[config.mk]
export PLATFORM = sky130hd
export DESIGN_NAME = adt7320_temp_monitor
export DESIGN_NICKNAME = d
export VERILOG_FILES = /design/src/rtl/adt7320_temp_monitor.sv
export SDC_FILE = /design/constraint.sdc
export NUM_CORES = 1
export LEC_CHECK = 0
export CORE_MARGIN = 2
export CORE_UTILIZATION = 49
export DETAILED_ROUTE_END_ITERATION = 6
export PLACE_DENSITY = 0.78
export SYNTH_ARGS = -nofsm -noshare
export SYNTH_HDL_FRONTEND = slang
export SYNTH_SLANG_ARGS = --single-unit
[constraint.sdc]
create_clock -name clk -period 3.8 [get_ports clk]
set_input_delay 0.38 -clock clk [delete_from_list [all_inputs] [get_ports clk]]
set_output_delay 0.38 -clock clk [all_outputs]
set_load 0.01 [all_outputs]
[src/rtl/adt7320_temp_monitor.sv]
// ADT7320 sample monitor: rejects 0xFFFF reads, averages 2**AVG_LOG2 samples, tracks min/max, alarm w/ hysteresis, stale.
// Latency: avg/alarm 1 clk after Nth sample, min/max 1 clk after sample; no backpressure, every in_valid is consumed.
module adt7320_temp_monitor #(
  parameter int          AVG_LOG2       = 2,
  parameter int unsigned TIMEOUT_CYCLES = 100_000_000
) (
  input  logic        clk,
  input  logic        reset,
  input  logic [15:0] in_temp,
  input  logic        in_valid,
  input  logic [15:0] thresh_hi,
  input  logic [15:0] thresh_lo,
  input  logic        clear_minmax,
  output logic [15:0] avg_temp,
  output logic        avg_valid,
  output logic [15:0] min_temp,
  output logic [15:0] max_temp,
  output logic        alarm,
  output logic        stale,
  output logic [7:0]  err_count
);

  localparam int          AW     = 16 + AVG_LOG2;
  localparam logic [31:0] TMR_TO = 32'(TIMEOUT_CYCLES);

  typedef enum logic [1:0] {
    S_FILL   = 2'd0,
    S_NORMAL = 2'd1,
    S_ALARM  = 2'd2
  } state_t;

  state_t                r_state;
  state_t                w_state_nxt;
  logic signed [AW-1:0]  r_acc;
  logic [AVG_LOG2-1:0]   r_cnt;
  logic [31:0]           r_tmr;

  logic                  w_accept;
  logic                  w_reject;
  logic                  w_block_done;
  logic signed [AW-1:0]  w_sum;
  logic signed [AW-1:0]  w_shift;
  logic [15:0]           w_avg_new;

  assign w_accept     = in_valid && (in_temp != 16'hFFFF);
  assign w_reject     = in_valid && (in_temp == 16'hFFFF);
  assign w_block_done = w_accept && (&r_cnt);
  assign w_sum        = r_acc + AW'($signed(in_temp));
  assign w_shift      = w_sum >>> AVG_LOG2;
  assign w_avg_new    = w_shift[15:0];

  // Hysteresis decision uses the average being produced this clk, not the stale register.
  always_comb begin
    w_state_nxt = r_state;
    if (w_block_done) begin
      case (r_state)
        S_FILL, S_NORMAL:
          w_state_nxt = ($signed(w_avg_new) > $signed(thresh_hi)) ? S_ALARM : S_NORMAL;
        S_ALARM:
          w_state_nxt = ($signed(w_avg_new) < $signed(thresh_lo)) ? S_NORMAL : S_ALARM;
        default:
          w_state_nxt = S_FILL;
      endcase
    end
  end

  always_ff @(posedge clk) begin
    if (reset) r_state <= S_FILL;
    else       r_state <= w_state_nxt;
  end

  assign alarm = (r_state == S_ALARM);
  assign stale = (r_tmr == TMR_TO);

  always_ff @(posedge clk) begin
    if (reset) begin
      r_acc     <= '0;
      r_cnt     <= '0;
      avg_temp  <= 16'h0000;
      avg_valid <= 1'b0;
    end else begin
      avg_valid <= 1'b0;
      if (w_block_done) begin
        r_acc     <= '0;
        r_cnt     <= '0;
        avg_temp  <= w_avg_new;
        avg_valid <= 1'b1;
      end else if (w_accept) begin
        r_acc <= w_sum;
        r_cnt <= r_cnt + 1'b1;
      end
    end
  end

  always_ff @(posedge clk) begin
    if (reset) begin
      min_temp <= 16'h7FFF;
      max_temp <= 16'h8000;
    end else if (clear_minmax) begin
      min_temp <= w_accept ? in_temp : 16'h7FFF;
      max_temp <= w_accept ? in_temp : 16'h8000;
    end else if (w_accept) begin
      if ($signed(in_temp) < $signed(min_temp)) min_temp <= in_temp;
      if ($signed(in_temp) > $signed(max_temp)) max_temp <= in_temp;
    end
  end

  // Timer holds at the timeout value so stale stays asserted until the next good sample.
  always_ff @(posedge clk) begin
    if (reset) begin
      r_tmr     <= '0;
      err_count <= 8'd0;
    end else begin
      if (w_accept)             r_tmr <= '0;
      else if (r_tmr != TMR_TO) r_tmr <= r_tmr + 32'd1;
      if (w_reject && err_count != 8'hFF) err_count <= err_count + 8'd1;
    end
  end

endmodule

==> results.yml <==
power:
  combPwrFrac_pct: 34.7
  p_per_area_nw_per_um2: 382
  p_switching_w: 0.00107
  seqPwrFrac_pct: 37.3
  total_power_w: 0.00338
  netSwitchingFraction_pct: 31.8
  cellLeakagePower_nw: 3.85
  p_int_w: 0.00231
  ir_drop_mv: 0.237
  p_clk_share_pct: 28.1
finish:
  final_nets: 1100
  fin_area_um2: 8850
  final_common_cell: "dfxtp_1"
  n_antenna_cell: 0
  area_growth_pct: 32.2
  stdcell_count: 1145
  layout_common_cells: "dfxtp_1, clkdlybuf4s50_1, nand2_1, ha_1, inv_1"
  drive_above_1_share_pct: 12.1
clocking:
  cts_made_buffers: 9
  cts_tree: "built"
  cts_buffer_depth: 2
  clockRootBuffer: "clkbuf_16"
  clock-sinks: 111
  clock_latency_ns: 0.36
  clk_pin_slew_ns: 0.08
  ctsHtreeMaxLevel: 3
logic_synthesis:
  syn_area_um2: 6690
  async_reset_ff_share_pct: 0
  ys_seq_area_share_pct: 33.2
  synth_warnings: 0
  synth_seq_cells: 111
  synth_cell_types: 61
  synth_cells: 796
  syn_nets: 932
  syn_avg_cell_area_um2: 8.41
  ys.flop_type: "dfxtp_1"
  synth_edf_count: 0
worst_setup_path:
  cp-start-kind: "input port"
  crit_path_frequent_cell: "a21oi_1"
  slowest_delay_ns: 0.44
  cp.arrival_ns: 3.97
  crit_type: "in2reg"
  reg2reg_from: "r_acc[0]$_SDFFE_PP0P_"
  critPathBufInv: 2
  worst_r2r_path_depth: 17
  reg2reg_to: "r_state[1]$_SDFFE_PP0P_"
  cp_max_fo: 6
  critPathTopFamily: "compound AO/OA/AOI/OAI gates"
  required_ns: 4.10
  rrSetupSlack_ns: 0.25
  end_kind: "flop"
  crit_chain: "clkdlybuf4s50_1 -> buf_4 -> ha_1 -> a211oi_2 -> o21bai_1 -> a21oi_2 -> o21bai_1 -> a21oi_1 -> xnor2_1 -> ha_1 -> and4_1 -> a21oi_1 -> o211ai_1 -> a31o_1 -> a211o_1 -> a211oi_2 -> o21ai_1 -> a21oi_1"
  slowest_stage: "clkdlybuf4s50_1"
global_routing:
  grt_usage_pct: 23.4
  antenna_found_initial: 0
  grt_max_degree: 33
  grt_overflow: 0
  grt_pass1_vias: 5729
  grt_first_pass_wirelength_um: 27500
run:
  maxCapViolations: 0
floorplanning:
  io_pins: 111
  start_util_pct: 50.3
  die_w_um: 121
  row_count: 42
  die_height_um: 121
  dieArea_um2: 14600
  core_um2: 13300
place:
  dp_cells: 1123
  dpl.hpwl_um: 12700
  placed_area_um2: 8400
  portBuffers: 110
  place_congestion: 0.907
  dpl_worst_slack_ns: -0.475
route:
  avgViaCountPerCell: 5.45
  drtPass1Iterations: 5
  wire_per_inst_um: 14.9
  drt_iter0_markers: 377
  route.antenna.remaining_nets: 0
  vias: 6245
  drt-total-wl_um: 17000
  drc: 0
timing:
  report.final.slew_viol_count: 0
  slew_headroom_pct: 41.4
  fmax_mhz: 273
  skew_ns: 0.0104
  final.setup.worst_slack_ns: 0.131
  finalHoldViolations: 0
  period_minus_slack_ns: 3.67
  setup_violations: 0
  tightest_slew_ns: 0.879
  setup_tns_ns: 0
  post-route-period-util_pct: 96.5
outcome:
  status: "finished clean"
min_path:
  hold_depth: 3
  worstHoldStart: "in_temp[0]"
  hold-path-endpoint: "min_temp[0]$_SDFFE_PP1P_"
  holdCritPathClass: "in2reg"
==> sequential cells by signal, summed over array words and instances, names as in the netlist <==
register	cells
r_tmr	32
r_acc	18
avg_temp	16
max_temp	16
min_temp	16
err_count	8
r_cnt	2
r_state	2
avg_valid	1
==> how the worst max path moves through the flow <==
stage	slack, ns	cells past startpoint	to	start
after floorplan	0.17	17	r_state[1]$_SDFFE_PP0P_	in_temp[0]
after global placement	-0.38	18	r_state[1]$_SDFFE_PP0P_	in_temp[0]
final	0.13	18	r_state[0]$_SDFFE_PP0P_	in_temp[1]
after detailed placement	-0.48	18	r_state[1]$_SDFFE_PP0P_	in_temp[0]
after global routing	-0.06	18	r_state[0]$_SDFFE_PP0P_	in_temp[1]
after CTS	0.01	18	r_state[1]$_SDFFE_PP0P_	in_temp[0]
==> layout make-up <==
class	count	area [µm²]
Clock inverter	3	23.8
Timing Repair Buffer	179	1620
Clock buffer	13	270
Fill cell	1051	4440
Sequential cell	111	2220
Inverter	77	289
Tap cell	176	220
Multi-Input combinational cell	586	4200
==> Yosys cell counts (5+ instances only) <==
library cell,count,area (µm²)
buf_2,5,25.0
o21ai_0,18,90.1
a211oi_1,7,52.6
and3_1,7,43.8
o21a_1,6,45.0
mux2i_1,5,50.1
xor2_1,27,236
nand2_1,83,312
xnor2_1,18,158
ha_1,83,1040
o22a_1,15,131
clkbuf_1,16,60.1
inv_1,77,289
or3_1,11,68.8
nor3_1,8,40.0
a21oi_1,65,325
nand4_1,20,125
nand2b_1,8,50.1
and4_1,9,78.8
nor4_1,6,37.5
dfxtp_1,111,2220
nor2b_1,8,50.1
nand3_1,23,115
a22o_1,16,140
a21o_1,16,120
nor2_1,69,259
==> kinds of logic (layout without fill, tap and decap cells) <==
| logic type | after synthesis | in the layout | share of synthesized area [%] |
|---|---|---|---|
| AOI/OAI and AO/OA | 180 | 180 | 18.6 |
| xor gates and xnor gates | 46 | 46 | 6.23 |
| adders and majority gates | 84 | 84 | 15.8 |
| buffers and inverters | 99 | 272 | 5.65 |
| DFF | 111 | 111 | 33.2 |
| muxes | 5 | 5 | 0.748 |
| and+or+nand+nor | 271 | 271 | 19.8 |
==> power groups by stage <==
stage	logic (W)	clock network, W	registers (W)
3_5_place_dp	0.00107	0	0.00129
2_1_floorplan	0.000628	0	0.00129
6_report	0.00117	0.000950	0.00126
4_1_cts	0.00112	0.000961	0.00126
5_1_grt	0.00130	0.00101	0.00127
3_3_place_gp	0.00105	0	0.00128
==> timing repair <==
| item | in CTS | in global routing |
|---|---|---|
| endpoints found under the hold margin | 0 | 0 |
| buffers inserted | 2 | 4 |
| hold buffers | 0 | 0 |
| gates resized for setup | 12 | 12 |
| setup endpoints to repair | 2 | 2 |
| pin swaps | 9 | 15 |
==> per-layer routing <==
| layer | up-vias | track usage, % | part of all wire, % |
|---|---|---|---|
| met5 | - | 0 | 0 |
| met4 | 0 | 9.16 | 2.2 |
| met3 | 26 | 4.28 | 5.7 |
| met2 | 166 | 36.0 | 44 |
| met1 | 2904 | 32.5 | 48 |
| li1 | 3149 | - | - |
==> tightest hold or removal path, stage by stage <==
cell and delay [ns]:
dlymetal6s2s_1 0.11, buf_4 0.14, o22a_1 0.11
==> per-stage QoR <==
| stage | util (%) | hold slack, ns |
|---|---|---|
| CTS | 66.0 | 0.462 |
| global route | 66.6 | 0.417 |
| global placement | 63.2 | 0.445 |
| floorplan | - | 0.434 |
| finish | 66.6 | 0.403 |
| detailed placement | 63.2 | 0.450 |
Power figures use the tool's default switching activity.
